==> config.mk <==
export PLATFORM = sky130hd
export DESIGN_NAME = l1i_mau
export DESIGN_NICKNAME = d
export VERILOG_FILES = /design/src/rtl/l1_pkg.sv /design/src/rtl/l1i_mau.sv
export SDC_FILE = /design/constraint.sdc
export NUM_CORES = 1
export LEC_CHECK = 0
export ABC_AREA = 0
export BUFFER_PORTS_ARGS = -buffer_cell sky130_fd_sc_hd__buf_2
export CORE_MARGIN = 1.5
export CORE_UTILIZATION = 38
export CTS_BUF_LIST = sky130_fd_sc_hd__clkbuf_16
export DETAILED_ROUTE_END_ITERATION = 6
export PLACE_DENSITY = 0.69
export SYNTH_ARGS = -nofsm -noshare
export SYNTH_HDL_FRONTEND = slang
export SYNTH_SLANG_ARGS = --single-unit
==> constraint.sdc <==
create_clock -name clk -period 7 [get_ports clk]
set_input_delay 2.1 -clock clk [delete_from_list [all_inputs] [get_ports clk]]
set_output_delay 2.1 -clock clk [all_outputs]
set_load 0.01 [all_outputs]
==> src/rtl/l1_pkg.sv <==
// rtl/l1_pkg.sv - shared L1 instruction-cache sizes, FSM state type and line address helper
package l1_pkg;

    localparam int CORE_ADDR_WIDTH = 32;
    localparam int L1_LINE_SIZE    = 128;
    localparam int L1_BUS_WIDTH    = 32;
    localparam int BEATS           = L1_LINE_SIZE / L1_BUS_WIDTH;
    localparam int BEAT_IDX_W      = $clog2(BEATS);

    typedef enum logic [1:0] {
        IDLE = 2'd0,
        FILL = 2'd1,
        DONE = 2'd2
    } mau_state_e;

    // Line base of a word address; also used by the cache for its tag/index slicing.
    function automatic logic [CORE_ADDR_WIDTH-1:0] line_base(input logic [CORE_ADDR_WIDTH-1:0] addr);
        return {addr[CORE_ADDR_WIDTH-1:BEAT_IDX_W], {BEAT_IDX_W{1'b0}}};
    endfunction

endpackage

==> src/rtl/l1i_mau.sv <==
// rtl/l1i_mau.sv - L1I line-fill unit: fetches a line as ascending single-word beats, acks once
module l1i_mau
    import l1_pkg::*;
#(
    parameter int ADDR_WIDTH = CORE_ADDR_WIDTH,
    parameter int LINE_SIZE  = L1_LINE_SIZE,
    parameter int BUS_WIDTH  = L1_BUS_WIDTH
) (
    input  logic                  clk,
    input  logic                  rst,
    input  logic                  mau_req_val,
    input  logic [ADDR_WIDTH-1:0] mau_req_addr,
    output logic                  mau_req_ack,
    output logic [LINE_SIZE-1:0]  mau_ack_data,
    output logic                  mem_req_val,
    output logic [ADDR_WIDTH-1:0] mem_req_addr,
    input  logic                  mem_req_ack,
    input  logic [BUS_WIDTH-1:0]  mem_ack_data
);

    localparam int                    N_BEATS   = LINE_SIZE / BUS_WIDTH;
    localparam int                    IDX_W     = $clog2(N_BEATS);
    localparam logic [ADDR_WIDTH-1:0] OFS_MASK  = ADDR_WIDTH'(N_BEATS - 1);
    localparam logic [IDX_W-1:0]      LAST_BEAT = IDX_W'(N_BEATS - 1);

    mau_state_e            state;
    logic [IDX_W-1:0]      beat_cnt;
    logic [ADDR_WIDTH-1:0] line_base_q;
    logic [LINE_SIZE-1:0]  line_buf;
    logic                  line_match;

    always_ff @(posedge clk or posedge rst) begin
        if (rst) begin
            state       <= IDLE;
            beat_cnt    <= '0;
            line_base_q <= '0;
        end else begin
            case (state)
                IDLE: begin
                    if (mau_req_val) begin
                        line_base_q <= mau_req_addr & ~OFS_MASK;
                        beat_cnt    <= '0;
                        state       <= FILL;
                    end
                end
                FILL: begin
                    if (mem_req_ack) begin
                        beat_cnt <= beat_cnt + IDX_W'(1);
                        if (beat_cnt == LAST_BEAT) begin
                            state <= DONE;
                        end
                    end
                end
                default: state <= IDLE;
            endcase
        end
    end

    always_ff @(posedge clk or posedge rst) begin
        if (rst) begin
            line_buf <= '0;
        end else if (state == FILL && mem_req_ack) begin
            line_buf[beat_cnt*BUS_WIDTH +: BUS_WIDTH] <= mem_ack_data;
        end
    end

    // A request withdrawn or moved during the fill fails this check and the line is dropped.
    assign line_match   = (mau_req_addr & ~OFS_MASK) == line_base_q;
    assign mau_req_ack  = (state == DONE) && mau_req_val && line_match;
    assign mau_ack_data = line_buf;
    assign mem_req_val  = (state == FILL);
    assign mem_req_addr = line_base_q | ADDR_WIDTH'(beat_cnt);

`ifndef NO_L1_ASSERTIONS
    a_mem_hold: assert property (@(posedge clk) disable iff (rst)
        mem_req_val && !mem_req_ack |=> mem_req_val && $stable(mem_req_addr));
    a_ack_single: assert property (@(posedge clk) disable iff (rst)
        mau_req_ack |=> !mau_req_ack);
    a_base_aligned: assert property (@(posedge clk) disable iff (rst)
        (line_base_q & OFS_MASK) == '0);
`endif

endmodule

Yosys cells after proc, flatten, opt, wreduce, memory -nomap -nowiden
Index checks and enable logic that the tools add are counted.
{"block": "totals", "ff_bits": 162, "input_bits": 68, "output_inout_bits": 162}
{"block": "classes", "add_sub_neg": 2, "eq_ne": 7, "n_shift": 2, "mux": 8, "bitwise_logic": 1, "n_reduce_logical": 8}
{"operator": "128-bit bitwise mux", "n": 1}
{"operator": "32-bit by 34-bit variable shift with 128-bit output, first input constant", "n": 1}
{"operator": "32-bit by 34-bit variable part select with 128-bit output", "n": 1}
{"operator": "7-bit negation with 34-bit output", "n": 1}
{"operator": "32-bit by 2-bit OR with 32-bit output", "n": 1}
{"operator": "30-bit equality test", "n": 1}
{"operator": "2-bit two-way mux", "n": 5}
{"operator": "2-bit one-hot mux with 2 select lines", "n": 2}
{"operator": "3-bit AND reduction", "n": 2}
{"operator": "2-bit equality test, second input constant", "n": 2}
{"operator": "2-bit by 1-bit inequality test with 1-bit output, second input constant", "n": 2}
{"operator": "1-bit logical AND", "n": 3}
{"operator": "2-bit by 1-bit adder with 2-bit output, second input constant", "n": 1}
{"operator": "2-bit by 1-bit equality test with 1-bit output, second input constant", "n": 1}
{"operator": "2-bit logical NOT", "n": 1}
{"operator": "2-bit inequality test, second input constant", "n": 1}
{"operator": "2-bit AND reduction", "n": 1}
{"operator": "2-bit nonzero test", "n": 1}

Depth between registers and ports, before layout
Gate-level depths: netlist (run 1).
{"block": "depth", "word_depth": 4, "mapped_depth": 6, "mapped_depth_nobuf": 5}

Worst setup path after synthesis (run 1)
Ideal clock, no wire load.
{"block": "synth_timing", "path_kind": "input to output", "start": "in mau_req_addr[19]", "end": "out mau_req_ack", "arrival_ns": 3.011, "t_required_ns": 4.900, "setup_slack_ns": 1.889, "cell_stages": 4, "n_path_buf": 0, "cell_sequence": "xor2_1 nor4_1 nand4_1 nor4_1"}
{"block": "synth_via", "elab_chain_cells": 2}
{"item": "from (decl)", "line": "l1i_mau.sv:12", "source": "input logic [ADDR_WIDTH-1:0] mau_req_addr,"}
{"item": "30-bit equality test", "line": "l1i_mau.sv:68", "source": "assign line_match = (mau_req_addr & ~OFS_MASK) == line_base_q;"}
{"item": "1-bit logical AND", "line": "l1i_mau.sv:69", "source": "assign mau_req_ack = (state == DONE) && mau_req_val && line_match;"}
{"item": "to (decl)", "line": "l1i_mau.sv:13", "source": "output logic mau_req_ack,"}
Every way passes these cells.

Worst setup path in the final report (run 1)
Ends and elaborated chain as after synthesis.

==> results of run 1 <==
final timing paths:
path                                endpoint        startpoint  cells after the start
max                              mau_req_ack  mau_req_addr[19]                      6
min                         mau_ack_data[44]  mau_ack_data[44]                      2
max reg2reg                mau_ack_data[124]       beat_cnt[0]                      5
min reg2reg                 mau_ack_data[44]  mau_ack_data[44]                      2
max in group asynchronous   mau_ack_data[16]               rst                      3
min in group asynchronous     line_base_q[2]               rst                      2
flip-flops by register name, indices dropped and copies added (netlist names):
signal,cells
beat_cnt,2
line_base_q,30
mau_ack_data,128
state,2
cell type report:
cell class	count	area share, %
sequential	162	47.7
multi-input combinational	414	28.2
timing repair buffer	235	14.1
clock buffer	17	5.00
tap	225	3.31
clock inverter	15	1.46
inverter	4	0.235
report_power, final:
group | leakage, µW | internal, µW | switching, µW
combinational | 0.00186 | 654 | 894
clock | 0.000255 | 463 | 412
sequential | 0.00216 | 1350 | 256
placed cells by master (no fill, tap or decap), drive strengths merged:
master	synthesis	layout
a21o	1	1
a22o	33	33
and2b	1	1
and3b	1	1
and4b	1	1
buf	28	235
clkbuf	9	17
clkinv	0	1
clkinvlp	0	6
dfrtp	162	162
ha	5	5
inv	4	12
mux2	30	30
nand2	199	199
nand3	1	1
nand4	4	4
nor2	1	1
nor3	1	1
nor3b	4	4
nor4	6	6
o21ai	96	96
xnor2	11	11
xor2	19	19
critical path, cell delays in order:
cell,delay [ns]
buf_2,0.11
xor2_1,0.13
nor4_1,0.34
nand4_1,0.17
nor4_1,0.27
buf_2,0.19
routing by layer:
layer / up-vias / routed length (µm) / global-route usage [%]
met1: 2467 / 8060 / 25.7
li1: 2512 / - / -
met2: 171 / 7920 / 31.0
met4: 0 / 369 / 7.41
met5: - / 0 / 0
met3: 22 / 1120 / 5.03
per-stage QoR:
stage	total power [µW]	hold WS [ns]	utilization (%)	std cells
after floorplan	2490	0.513	-	617
after detailed placement	3190	0.465	46.3	1040
after CTS	4090	0.480	49.5	1072
after global placement	3140	0.458	46.3	1040
after global routing	4320	0.499	49.5	1072
final	4030	0.476	49.5	1072
logic make-up (layout without fill, tap and decap cells):
kind of cell | Yosys count | in the layout | share of synthesized area, %
adder cells (fa/ha/maj) | 5 | 5 | 0.944
multiplexers | 30 | 30 | 5.10
AO/OA/AOI/OAI | 130 | 130 | 11.7
XOR/XNOR | 30 | 30 | 3.96
AND/OR/NAND/NOR | 219 | 219 | 14.0
flip-flops | 162 | 162 | 61.1
buffers and inverters | 41 | 271 | 3.13
==> metrics, run 1 <==
most frequent cell after synthesis=nand2_1; Setup WS pre-CTS=1.56 ns; Cells after Synth=617; Worst-path clk slew=0.07 ns; Final Cell Area=8500 µm²; DR WL/cell=16.3 µm; Final Wtd Congestion=0.767; required time of the critical path=4.90 ns; DP Area=7950 µm²; top cells by area, synth=dfrtp_1 61%, nand2_1 11%, o21ai_0 5.9%; PortBufs=227; Initial Util=38.6%; Final ANT Viol Nets=0; Die ar.=18200 µm²; number of CTS-inserted buffers=17; initial DRC count=248; Post-synth top cells=199 x nand2_1, 162 x dfrtp_1, 78 x o21ai_0; largest net degree at the start of global routing=66; top_reg_cell synth=dfrtp_1; Layout fillers=1615; RSZ-0062 raised after global routing=no; register area=4050 µm²; drt first pass iters=4; Synthesized Nets=690; largest fanout on the critical path=2; power per cell area=474 nW/µm²; # hold bufs at CTS=0; fin. max-slew vios=0; Yosys warning total=0; H-tree Lvls=4; Worst-Skew Late Latency=0.42 ns; Max transition margin=26.0%; fraction of layout cells with a size suffix above 1=36.4%; Worst-Margin Slew=1.11 ns; Peak VDD IR=0.196 mV; R2R Setup Slk=4.14 ns; vias after detailed routing=5172; Cell Area, Synth=6630 µm²; hpwl dp=11700 µm; clk buf depth=2; Synth cell types=25; Syn Area/Cell=10.7 µm²; GRT overflow=0; # IOs=230; Seq cells post-synth=162; final period utilization=77.2%; fmax=185 MHz; Chip Width=135 µm; gr usage total=19.5%; Std-Cell Rows=48; CTS tree=done; Clock Sink Count=162; n_diodes=0; area delta synth->final=28.2%; cts repair resizes=0; Core Region=17200 µm²; Leak Pwr=0.00428 µW; post-synth top area share=61.1%; Multi-input gate area=2400 µm²; outcome=complete, no violations; asr flop ratio synth=100%; Nets=907; first-pass GRT wire length=27300 µm; antenna violations before repair=0; Critical Path Start Type=input port; Setup Total Neg Slack=0 ns; final hold vios=0; vias in the first global route=5002; Setup Crit Path Kind=input port to output port; Post-CTS Setup Bufs=0; setup violators final=0; clk_skew=0.00505 ns; CP endpoint kind=output port; Vias/cell=4.82; Post-synth EDFFs=0; fin crit period=5.41 ns; final worst slack=1.59 ns; Hold WC Path Type=flip-flop to flip-flop; drt drc=0; drt total wl=17500 µm; CTS Root Buffer Type=clkbuf_16; Synth area leader=dfrtp_1; Die Y=135 µm; Seq/Total Area, Yosys=61.1%; CP arrival=3.31 ns; Max-cap violations=0
(Power assumes the default switching activity.)
==> run 2: changes to the inputs <==
==> constraint.sdc (replaced) <==
create_clock -name clk -period 5 [get_ports clk]
set_input_delay 1.5 -clock clk [delete_from_list [all_inputs] [get_ports clk]]
set_output_delay 1.5 -clock clk [all_outputs]
set_load 0.01 [all_outputs]
==> metrics, run 2 (synthesized netlist as in run 1, its figures left out) <==
outcome=complete, no violations (unchanged); r2r endpoint=mau_ack_data[59] (was mau_ack_data[124]); gr usage total=18.9% (was 19.5%); GRT overflow=0 (unchanged); hpwl dp=11800 µm (was 11700 µm); vias in the first global route=4941 (was 5002); worst path bufs/invs=2 (unchanged); Nets=908 (was 907); CTS Root Buffer Type=clkbuf_16 (unchanged); RR Startpoint=beat_cnt[0] (unchanged); worst hold path cell count=2 (unchanged); Peak VDD IR=0.301 mV (was 0.196 mV); # IOs=230 (unchanged); Max transition margin=27.3% (was 26.0%); Vias/cell=4.82 (about the same); placed instance count=1041 (was 1040); final worst slack=0.732 ns (was 1.59 ns); number of CTS-inserted buffers=17 (unchanged); fin. max-slew vios=0 (unchanged); fraction of layout cells with a size suffix above 1=36.2% (was 36.4%); CP arrival=2.77 ns (was 3.31 ns); fin crit period=4.27 ns; drt total wl=17200 µm (was 17500 µm); drt drc=0 (unchanged); HP Start=mau_ack_data[83] (was mau_ack_data[44]); cts repair resizes=0 (unchanged); required time of the critical path=3.50 ns (was 4.90 ns); area delta synth->final=29.2% (was 28.2%); commonest non-fill, non-tap cells in the layout=227 x buf_2, 196 x nand2_1, 162 x dfrtp_1 (unchanged); largest fanout on the critical path=2 (unchanged); total power=5730 µW (was 4030 µW); CP endpoint kind=output port (unchanged); clk_skew=0.00962 ns (was 0.00505 ns); commonest non-fill, non-tap cell in the layout=buf_2 (unchanged); final hold vios=0 (unchanged); setup violators final=0 (unchanged); Worst R2R Path Depth=6 (was 5); Worst-Margin Slew=1.09 ns (was 1.11 ns); Final Wtd Congestion=0.785 (was 0.767); Std-Cell Rows=48 (unchanged); drt first pass iters=4 (unchanged); Final ANT Viol Nets=0 (unchanged); Setup WS pre-CTS=0.709 ns (was 1.56 ns); final period utilization=85.4%; antenna violations before repair=0 (unchanged); R2R Setup Slk=2.33 ns (was 4.14 ns); first-pass GRT wire length=26700 µm (was 27300 µm); Chip Width=135 µm (unchanged); clk buf depth=2 (unchanged); fmax=234 MHz; # hold bufs at CTS=0 (unchanged); Die ar.=18200 µm² (unchanged); Slowest-stage cell, CP=nor4_1 (unchanged); Worst-path clk slew=0.06 ns (was 0.07 ns); DR WL/cell=16.1 µm (was 16.3 µm); Critical Path Max Stage Delay=0.33 ns (was 0.34 ns); RSZ-0062 raised after global routing=no (unchanged); largest net degree at the start of global routing=86 (was 66); Critical Path Start Type=input port (unchanged); initial DRC count=168 (was 248); power per cell area=669 nW/µm² (was 474 nW/µm²); CTS tree=done (unchanged); family with the most delay on the worst path=simple AND/OR/NAND/NOR gates (unchanged); Setup Crit Path Kind=input port to output port (unchanged); H-tree Lvls=4 (unchanged); vias after detailed routing=5172 (unchanged); Leak Pwr=0.00432 µW (was 0.00428 µW); Initial Util=38.6% (unchanged); PortBufs=227 (unchanged); hold path endpoint=mau_ack_data[83] (was mau_ack_data[44]); Hold WC Path Type=flip-flop to flip-flop (unchanged); Clock Sink Count=162 (unchanged); n_diodes=0 (unchanged); Post-Layout Cell Count=1073 (was 1072); Die Y=135 µm (unchanged); Hold Slack=0.474 ns (was 0.476 ns); Setup Total Neg Slack=0 ns (unchanged); Max-cap violations=0 (unchanged); max FFs per register=128 (unchanged); Worst-Skew Late Latency=0.42 ns (about the same); CP cell instances=buf_2 -> xor2_1 -> nor4_1 -> nand4_1 -> nor4_1 -> buf_2 (unchanged); Core Region=17200 µm² (unchanged); Post-CTS Setup Bufs=0 (unchanged)
[run 2: cell types whose count changed in the layout (fill, tap and decap cells not counted), sizes merged]
| cell | before | now |
|---|---|---|
| buf | 235 | 236 |
| bufinv | 0 | 3 |
| clkinv | 1 | 9 |
| clkinvlp | 6 | 3 |
| inv | 12 | 4 |
[run 2: worst min-delay path, stage by stage (launching register included)]
cell and delay, ns:
dfrtp_1 0.34, nand2_1 0.04, o21ai_0 0.06
[run 2: worst max path at each step]
| stage | cells after the start | startpoint | to | slack (ns) |
|---|---|---|---|---|
| 2_1_floorplan | 4 | mau_req_addr[19] | mau_req_ack | 1.09 |
| 3_3_place_gp | 6 | mau_req_addr[19] | mau_req_ack | 0.76 |
| 3_5_place_dp | 6 | mau_req_addr[19] | mau_req_ack | 0.71 |
| 4_1_cts | 6 | mau_req_addr[19] | mau_req_ack | 0.70 |
| 5_1_grt | 6 | mau_req_addr[19] | mau_req_ack | 0.59 |
| 6_report | 6 | mau_req_addr[19] | mau_req_ack | 0.73 |
[run 2: routing by layer]
layer | share of wire, % | track usage [%] | wire, µm | vias up
li1 | - | - | - | 2510
met1 | 46 | 25.4 | 7960 | 2474
met2 | 46 | 29.8 | 7890 | 169
met3 | 6.7 | 5.14 | 1150 | 19
met4 | 1.4 | 5.79 | 246 | 0
met5 | 0 | 0 | 0 | -
[run 2: layout make-up]
type / count / area, µm²
inverters: 4 / 18.8
flip-flops and latches: 162 / 4050
clock inverters: 15 / 166
well taps: 225 / 282
fillers: 1592 / 8610
repair buffers: 236 / 1220
clock buffers: 17 / 425
multi-input cells: 414 / 2400
[run 2: power breakdown]
group	switching, µW	leakage, µW	internal [µW]
Combinational	1250	0.00187	916
Clock	536	0.000286	781
Sequential	363	0.00216	1890
Total	2140	0.00432	3590
[run 2: through the flow]
step                cell area [µm²]  utilization, %
floorplan                      6630               -
CTS                            8560            49.9
finish                         8560            49.9
global route                   8560            49.9
detailed placement             7970            46.4
global placement               7970            46.4
